`config.mk`:
```
export PLATFORM = sky130hd
export DESIGN_NAME = mdio_phy_sequencer
export DESIGN_NICKNAME = d
export VERILOG_FILES = /design/src/rtl/mdio_seq_pkg.sv /design/src/rtl/wb_single_master.sv /design/src/rtl/mdio_phy_sequencer.sv
export SDC_FILE = /design/constraint.sdc
export NUM_CORES = 1
export LEC_CHECK = 0
export ABC_AREA = 1
export CAP_MARGIN = 40
export CORE_MARGIN = 2
export CORE_UTILIZATION = 56
export DETAILED_ROUTE_END_ITERATION = 16
export PLACE_DENSITY = 0.84
export SYNTH_ARGS = -nofsm -noshare
export SYNTH_HDL_FRONTEND = slang
export SYNTH_SLANG_ARGS = --single-unit
```
`constraint.sdc`:
```
create_clock -name wb_clk -period 2.9 [get_ports wb_clk]
set_clock_uncertainty 0.15 [all_clocks]
set_input_delay 0.58 -clock wb_clk [delete_from_list [all_inputs] [get_ports wb_clk]]
set_output_delay 0.58 -clock wb_clk [all_outputs]
set_load 0.01 [all_outputs]
```
`src/rtl/mdio_seq_pkg.sv`:
```
// Shared definitions for the MDIO PHY sequencer.
// Contents: MAC management register byte addresses, MIICOMMAND encodings,
// PHY register/bit constants and the state enumerations used by the FSM.
package mdio_seq_pkg;

  localparam logic [7:0] ADR_MIIMODER   = 8'h14;
  localparam logic [7:0] ADR_MIIADDRESS = 8'h18;
  localparam logic [7:0] ADR_MIITXDATA  = 8'h1C;
  localparam logic [7:0] ADR_MIICOMMAND = 8'h20;
  localparam logic [7:0] ADR_MIISTATUS  = 8'h24;
  localparam logic [7:0] ADR_MIIRXDATA  = 8'h28;

  localparam logic [2:0] CMD_WRITE = 3'b100;
  localparam logic [2:0] CMD_READ  = 3'b010;

  localparam int         BUSY_BIT      = 1;
  localparam logic [4:0] BMSR_REG      = 5'd1;
  localparam int         BMSR_LINK_BIT = 2;

  typedef enum logic [2:0] {
    ST_CFG,
    ST_INIT,
    ST_IDLE,
    ST_OP,
    ST_FIN
  } top_state_e;

  typedef enum logic [2:0] {
    OP_W_ADDR,
    OP_W_DATA,
    OP_W_CMD,
    OP_P_CMD,
    OP_P_STAT,
    OP_R_DATA,
    OP_ABORT
  } op_state_e;

  typedef enum logic [1:0] {
    KIND_INIT,
    KIND_HOST,
    KIND_POLL
  } op_kind_e;

endpackage

```
`src/rtl/wb_single_master.sv`:
```
// Single-access Wishbone master.
// A start pulse (accepted only while no cycle is open) launches one access;
// address/we/data are registered and held until the slave acks. On ack the
// read data is captured, cyc/stb drop, and ack is pulsed for one cycle, so
// the bus is always idle for at least one cycle between accesses.
// Ports:
//   clk, rst           clock, synchronous active-high reset
//   start, we, adr,    access request (sampled when start=1 and bus idle)
//   wdata
//   ack, rdata         one-cycle completion pulse, captured read data
//   m_*                Wishbone master signals
module wb_single_master (
  input  logic        clk,
  input  logic        rst,
  input  logic        start,
  input  logic        we,
  input  logic [7:0]  adr,
  input  logic [31:0] wdata,
  output logic        ack,
  output logic [31:0] rdata,
  output logic        m_cyc,
  output logic        m_stb,
  output logic        m_we,
  output logic [7:0]  m_adr,
  output logic [31:0] m_dat_o,
  input  logic [31:0] m_dat_i,
  input  logic        m_ack
);

  always_ff @(posedge clk) begin
    if (rst) begin
      m_cyc   <= 1'b0;
      m_we    <= 1'b0;
      m_adr   <= 8'd0;
      m_dat_o <= 32'd0;
      ack     <= 1'b0;
      rdata   <= 32'd0;
    end else begin
      ack <= 1'b0;
      if (m_cyc) begin
        if (m_ack) begin
          m_cyc <= 1'b0;
          rdata <= m_dat_i;
          ack   <= 1'b1;
        end
      end else if (start) begin
        m_cyc   <= 1'b1;
        m_we    <= we;
        m_adr   <= adr;
        m_dat_o <= wdata;
      end
    end
  end

  assign m_stb = m_cyc;

endmodule

```
`src/rtl/mdio_phy_sequencer.sv`:
```
// MDIO PHY sequencer: Wishbone master over the MAC MII management block.
// After reset it programs MIIMODER, performs one PHY init write, then
// services host PHY read/write requests and periodic BMSR link polls.
// Ports:
//   wb_clk, wb_rst                  clock, synchronous active-high reset
//   m_cyc/m_stb/m_we/m_adr/m_dat_o  Wishbone master outputs
//   m_dat_i, m_ack                  Wishbone slave returns
//   req, req_we, req_reg, req_wdata host request (level, held until done)
//   done, rdata                     host completion pulse and read data
//   err                             abort pulse on polling-loop timeout
//   busy                            FSM not in IDLE
//   link_up, poll_cnt               last BMSR link bit, successful poll count
//
// state   | meaning
// --------+-------------------------------------------------------------
// CFG     | write MIIMODER = {NOPRE, MDC_DIV}
// INIT    | load the PHY init write into the op registers
// IDLE    | arbitrate host request (priority) vs expired poll timer
// OP      | run the MDIO sub-sequence (W_ADDR..R_DATA, or ABORT)
// FIN     | completion cycle; done/err visible, then back to IDLE
module mdio_phy_sequencer
  import mdio_seq_pkg::*;
#(
  parameter logic [4:0]  PHY_ADDR      = 5'd1,
  parameter logic [7:0]  MDC_DIV       = 8'd40,
  parameter logic        NOPRE         = 1'b0,
  parameter logic [4:0]  INIT_REG      = 5'd0,
  parameter logic [15:0] INIT_DATA     = 16'h1200,
  parameter logic [23:0] POLL_INTERVAL = 24'd1000000,
  parameter logic [15:0] TIMEOUT       = 16'd65535
) (
  input  logic        wb_clk,
  input  logic        wb_rst,
  output logic        m_cyc,
  output logic        m_stb,
  output logic        m_we,
  output logic [7:0]  m_adr,
  output logic [31:0] m_dat_o,
  input  logic [31:0] m_dat_i,
  input  logic        m_ack,
  input  logic        req,
  input  logic        req_we,
  input  logic [4:0]  req_reg,
  input  logic [15:0] req_wdata,
  output logic        done,
  output logic [15:0] rdata,
  output logic        err,
  output logic        busy,
  output logic        link_up,
  output logic [15:0] poll_cnt
);

  top_state_e  state_q, state_d;
  op_state_e   sub_q, sub_d;
  op_kind_e    kind_q;
  logic        pend_q, pend_d;
  logic        op_we_q;
  logic [4:0]  op_reg_q;
  logic [15:0] op_wdata_q;
  logic [23:0] poll_ctr_q;
  logic [15:0] to_cnt_q;
  logic        mask_q;

  logic        acc_start, acc_we, acc_ack;
  logic [7:0]  acc_adr;
  logic [31:0] acc_wdata, acc_rdata;
  logic        load_host, load_poll, load_init;
  logic        to_clr, fin_ok, err_set;
  logic        to_hit, cmd_issued;
  logic        unused_rd_hi;

  assign to_hit       = (to_cnt_q >= TIMEOUT);
  assign cmd_issued   = |(acc_rdata[2:0] & (op_we_q ? CMD_WRITE : CMD_READ));
  assign unused_rd_hi = ^acc_rdata[31:16];

  wb_single_master u_wbm (
    .clk     (wb_clk),
    .rst     (wb_rst),
    .start   (acc_start),
    .we      (acc_we),
    .adr     (acc_adr),
    .wdata   (acc_wdata),
    .ack     (acc_ack),
    .rdata   (acc_rdata),
    .m_cyc   (m_cyc),
    .m_stb   (m_stb),
    .m_we    (m_we),
    .m_adr   (m_adr),
    .m_dat_o (m_dat_o),
    .m_dat_i (m_dat_i),
    .m_ack   (m_ack)
  );

  always_comb begin
    state_d   = state_q;
    sub_d     = sub_q;
    pend_d    = acc_ack ? 1'b0 : pend_q;
    acc_start = 1'b0;
    acc_we    = 1'b0;
    acc_adr   = 8'd0;
    acc_wdata = 32'd0;
    load_host = 1'b0;
    load_poll = 1'b0;
    load_init = 1'b0;
    to_clr    = 1'b0;
    fin_ok    = 1'b0;
    err_set   = 1'b0;

    case (state_q)
      ST_CFG: begin
        acc_we    = 1'b1;
        acc_adr   = ADR_MIIMODER;
        acc_wdata = {23'd0, NOPRE, MDC_DIV};
        if (!pend_q) begin
          acc_start = 1'b1;
          pend_d    = 1'b1;
        end else if (acc_ack) begin
          state_d = ST_INIT;
        end
      end

      ST_INIT: begin
        load_init = 1'b1;
        sub_d     = OP_W_ADDR;
        state_d   = ST_OP;
      end

      ST_IDLE: begin
        // mask_q covers the cycle after FIN, when the host may still be
        // holding req for the op that just finished.
        if (!mask_q) begin
          if (req) begin
            load_host = 1'b1;
            sub_d     = OP_W_ADDR;
            state_d   = ST_OP;
          end else if (poll_ctr_q == 24'd0) begin
            load_poll = 1'b1;
            sub_d     = OP_W_ADDR;
            state_d   = ST_OP;
          end
        end
      end

      ST_OP: begin
        case (sub_q)
          OP_W_ADDR: begin
            acc_we    = 1'b1;
            acc_adr   = ADR_MIIADDRESS;
            acc_wdata = {19'd0, op_reg_q, 3'd0, PHY_ADDR};
            if (!pend_q) begin
              acc_start = 1'b1;
              pend_d    = 1'b1;
            end else if (acc_ack) begin
              sub_d = op_we_q ? OP_W_DATA : OP_W_CMD;
            end
          end
          OP_W_DATA: begin
            acc_we    = 1'b1;
            acc_adr   = ADR_MIITXDATA;
            acc_wdata = {16'd0, op_wdata_q};
            if (!pend_q) begin
              acc_start = 1'b1;
              pend_d    = 1'b1;
            end else if (acc_ack) begin
              sub_d = OP_W_CMD;
            end
          end
          OP_W_CMD: begin
            acc_we    = 1'b1;
            acc_adr   = ADR_MIICOMMAND;
            acc_wdata = {29'd0, (op_we_q ? CMD_WRITE : CMD_READ)};
            if (!pend_q) begin
              acc_start = 1'b1;
              pend_d    = 1'b1;
            end else if (acc_ack) begin
              sub_d  = OP_P_CMD;
              to_clr = 1'b1;
            end
          end
          OP_P_CMD: begin
            acc_adr = ADR_MIICOMMAND;
            // A timeout is only acted on between accesses, so an
            // outstanding read always completes first.
            if (!pend_q) begin
              if (to_hit) begin
                sub_d = OP_ABORT;
              end else begin
                acc_start = 1'b1;
                pend_d    = 1'b1;
              end
            end else if (acc_ack && !cmd_issued) begin
              sub_d  = OP_P_STAT;
              to_clr = 1'b1;
            end
          end
          OP_P_STAT: begin
            acc_adr = ADR_MIISTATUS;
            if (!pend_q) begin
              if (to_hit) begin
                sub_d = OP_ABORT;
              end else begin
                acc_start = 1'b1;
                pend_d    = 1'b1;
              end
            end else if (acc_ack && !acc_rdata[BUSY_BIT]) begin
              if (op_we_q) begin
                fin_ok  = 1'b1;
                state_d = ST_FIN;
              end else begin
                sub_d = OP_R_DATA;
              end
            end
          end
          OP_R_DATA: begin
            acc_adr = ADR_MIIRXDATA;
            if (!pend_q) begin
              acc_start = 1'b1;
              pend_d    = 1'b1;
            end else if (acc_ack) begin
              fin_ok  = 1'b1;
              state_d = ST_FIN;
            end
          end
          OP_ABORT: begin
            acc_we    = 1'b1;
            acc_adr   = ADR_MIICOMMAND;
            acc_wdata = 32'd0;
            if (!pend_q) begin
              acc_start = 1'b1;
              pend_d    = 1'b1;
            end else if (acc_ack) begin
              err_set = 1'b1;
              state_d = ST_FIN;
            end
          end
          default: sub_d = OP_W_ADDR;
        endcase
      end

      ST_FIN: state_d = ST_IDLE;

      default: state_d = ST_CFG;
    endcase
  end

  always_ff @(posedge wb_clk) begin
    if (wb_rst) begin
      state_q    <= ST_CFG;
      sub_q      <= OP_W_ADDR;
      kind_q     <= KIND_INIT;
      pend_q     <= 1'b0;
      op_we_q    <= 1'b0;
      op_reg_q   <= 5'd0;
      op_wdata_q <= 16'd0;
      poll_ctr_q <= POLL_INTERVAL - 24'd1;
      to_cnt_q   <= 16'd0;
      mask_q     <= 1'b0;
      done       <= 1'b0;
      err        <= 1'b0;
      rdata      <= 16'd0;
      busy       <= 1'b0;
      link_up    <= 1'b0;
      poll_cnt   <= 16'd0;
    end else begin
      state_q <= state_d;
      sub_q   <= sub_d;
      pend_q  <= pend_d;
      mask_q  <= (state_q == ST_FIN);
      busy    <= (state_d != ST_IDLE);

      if (load_init) begin
        kind_q     <= KIND_INIT;
        op_we_q    <= 1'b1;
        op_reg_q   <= INIT_REG;
        op_wdata_q <= INIT_DATA;
      end else if (load_host) begin
        kind_q     <= KIND_HOST;
        op_we_q    <= req_we;
        op_reg_q   <= req_reg;
        op_wdata_q <= req_wdata;
      end else if (load_poll) begin
        kind_q     <= KIND_POLL;
        op_we_q    <= 1'b0;
        op_reg_q   <= BMSR_REG;
        op_wdata_q <= 16'd0;
      end

      if (load_poll)
        poll_ctr_q <= POLL_INTERVAL - 24'd1;
      else if (poll_ctr_q != 24'd0)
        poll_ctr_q <= poll_ctr_q - 24'd1;

      if (to_clr)
        to_cnt_q <= 16'd0;
      else if (state_q == ST_OP && (sub_q == OP_P_CMD || sub_q == OP_P_STAT)
               && to_cnt_q != 16'hFFFF)
        to_cnt_q <= to_cnt_q + 16'd1;

      done <= fin_ok && (kind_q == KIND_HOST);
      err  <= err_set;

      if (fin_ok && kind_q == KIND_HOST && !op_we_q)
        rdata <= acc_rdata[15:0];

      if (fin_ok && kind_q == KIND_POLL) begin
        link_up  <= acc_rdata[BMSR_LINK_BIT];
        poll_cnt <= poll_cnt + 16'd1;
      end
    end
  end

endmodule

```
==> impl_metrics.tcl <==
set metrics [dict create \
    status "finished, final reports clean" \
    htree_num_levels 4 \
    wl_per_cell_um 12.61 \
    switching_power_mw 1.335 \
    die_h_um 116.8 \
    seq_area_frac_synth_pct 41.28 \
    hold_viol 0 \
    grt_overflow_total 0 \
    fmax_mhz 416.6 \
    vias_per_cell 5.037 \
    dp_cells 1303 \
    synth_top_area_cell "dfxtp_1" \
    synth_area_leaders "dfxtp_1 (41%), nand2_1 (16%), nor2_1 (9.5%), nand3_1 (4.7%), a21oi_1 (4.5%)" \
    min_period_ps 2400 \
    synth_seq_cells 147 \
    dieWidth_um 116.8 \
    numCtsBuffers 17 \
    clock_path_buffers 2 \
    fin_tns_setup_ps 0 \
    dieArea_um2 13650 \
    row_count 41 \
    synth_top_area_share_pct 41.28 \
    io_buffer_count 100 \
    grt_max_degree 35 \
    hold_path.class "reg -> reg" \
    hpwl_um 11670 \
    worst_path_max_delay_cell "nand4_2" \
    synth_area_per_cell_um2 6.725 \
    r2r_slack_ps 500 \
    period_share_pct 82.77 \
    ir_drop_uv 457.9 \
    internal_power_mw 3.698 \
    synth.distinct_cells 35 \
    via_count 6725 \
    crit_chain "inv_2 -> nand2_2 -> nor2_4 -> nand2_1 -> inv_2 -> nand4_2 -> nor2_1 -> nor2_1" \
    critPathLaunchType "flop" \
    cts_root_buf "clkbuf_16" \
    max-slew-margin-rel_pct 45.72 \
    core_um2 12520 \
    switching_share_pct 26.52 \
    start_util_pct 56.95 \
    crit_type "reg -> reg" \
    area_delta_synth_final_pct 22.68 \
    synthesis.area_um2 7128 \
    cts-resized-gates 0 \
    crit_path_end_kind "flop" \
    maxSlewViolCount 0 \
    p_leak_nw 3.621 \
    cts_tree "yes" \
    grt_pass1_wl_um 27850 \
    fin_cells 1335 \
    pwr-share-comb_pct 13.5 \
    worstPathArrival_ps 2560 \
    track_usage_pct 25.56 \
    ios 137 \
    setup_violations 0 \
    clock_latency_ps 430 \
    slowest_delay_ps 610 \
    grt_pass1_vias 6060 \
    drt_pass1_iterations 7 \
    rsz0062_at_grt "false" \
    clkSinkCount 147 \
    crit_fanout 32 \
    synthCells 1060 \
    routed_wirelength_um 16830 \
    path_clk_slew_ps 60 \
    powerDensity_nw_per_um2 575.5 \
    maxCapViolCount 0 \
    tightest_slew_ps 812.3 \
    drt-initial-drc-count 547 \
    antenna_found_initial 0 \
    clkPwrFrac_pct 42.8 \
    cts_setup_buffers 0 \
    pwr-share-seq_pct 43.7 \
    cp.required_ps 3060 \
    drc 0 \
    postCtsHoldBufs 0 \
    gp_congestion 0.9000 \
    ant_nets 0 \
    nets 1212 \
    antennaDiodeCount 0 \
    synth_warnings 0 \
    drive_above_1_share_pct 6.105 \
]
-- cells in the mapped netlist --
master and instances:
nand2_1 305, nor2_1 181, dfxtp_1 147, inv_1 82
nand3_1 67, a21oi_1 64, o21ai_0 30, buf_4 25
xnor2_1 23, buf_2 22, nor3_1 20, xor2_1 17
clkbuf_1 13, nand4_1 12, inv_2 8, nor3b_1 5
a31oi_1 4, ha_1 4, nand2_2 4, nor2_2 4
a211oi_1 3, o211ai_1 3, and2_1 2, buf_6 2
nand3_2 2, nor4_1 2, a211oi_2 1, buf_1 1
conb_1 1, nand4_2 1, nor2_4 1, o21ai_1 1
o21ai_2 1, o22ai_1 1, or2_2 1
-- per-layer routing --
layer  vias to the layer above  GRT usage [%]  share of wire (%)
met1                      3011          32.53                 45
met2                       215          43.24                 48
met4                         0          8.471                1.3
met3                        22          5.664                5.9
met5                         -              0                  0
li1                       3477              -                  -
-- state kept, by name (all words and copies together) (netlist names), 2 cells and up --
name and cells:
kind_q 2, op_reg_q 5, op_wdata_q 16, poll_cnt 16, poll_ctr_q 24, rdata 16
state_q 3, sub_q 3, to_cnt_q 16, u_wbm.m_adr 4, u_wbm.m_dat_o 16, u_wbm.rdata 16
-- metrics by stage --
step / hold slack, ps / total power [mW] / setup slack [ps] / util [%] / cell area [µm²]
after global routing: 334.4 / 5.226 / 226.4 / 69.86 / 8745
after global placement: 297.4 / 2.902 / 626.7 / 65.21 / 8163
after CTS: 313.4 / 5.051 / 470.3 / 69.86 / 8745
final: 312.8 / 5.033 / 499.8 / 69.86 / 8745
after detailed placement: 304.0 / 2.915 / 545.1 / 65.21 / 8163
after floorplan: 282.5 / 2.660 / 1145 / - / 7199
-- critical path, delay by kind of cell (launching register included) --
kind / cells / cell delay, ps
AND/OR/NAND/NOR: 6 / 1600
flip-flops: 1 / 340
buffers and inverters: 2 / 190
-- layout make-up --
type	instances	area, µm²
clock buffers	17	425.4
clock inverters	15	156.4
fillers	1069	3772
inverters	90	337.8
multi-input cells	779	3553
flip-flops and latches	147	2943
well taps	172	215.2
repair buffers	115	1114
-- cell usage in the layout, fill, tap and decap left out, types with 17 or more instances in the layout --
master,count
o21ai_0,30
xor2_1,17
a21oi_1,64
nand3_1,67
clkbuf_16,17
nor3_1,20
xnor2_1,23
inv_1,81
dfxtp_1,147
nor2_1,181
conb_1,20
clkdlybuf4s50_1,100
nand2_1,305
-- final timing paths --
kind	from	to	depth (start not counted)
worst max-delay path	state_q[2]	rdata[3]	8
worst min-delay path	op_wdata_q[4]	op_wdata_q[4]	2
worst max register to register	state_q[2]	rdata[3]	8
worst min register to register	op_wdata_q[4]	op_wdata_q[4]	2
-- power by group through the flow --
| stage | Sequential (mW) | Combinational (mW) | Clock (mW) |
|---|---|---|---|
| floorplan | 2.25 | 0.410 | 0 |
| global placement | 2.24 | 0.663 | 0 |
| detailed placement | 2.24 | 0.675 | 0 |
| CTS | 2.20 | 0.682 | 2.17 |
| global route | 2.21 | 0.768 | 2.25 |
| finish | 2.20 | 0.678 | 2.16 |
-- cell families after synthesis --
family	count (synthesis)	share of synthesized area (%)
AND/OR/NAND/NOR	607	35.04
buffers and inverters	153	9.970
flip-flops	147	41.28
AO/OA/AOI/OAI	108	8.039
XOR/XNOR	40	4.915
adder cells (fa/ha/maj)	4	0.7022
other	1	0.05261
No activity file was read; power rests on OpenSTA's default activity.
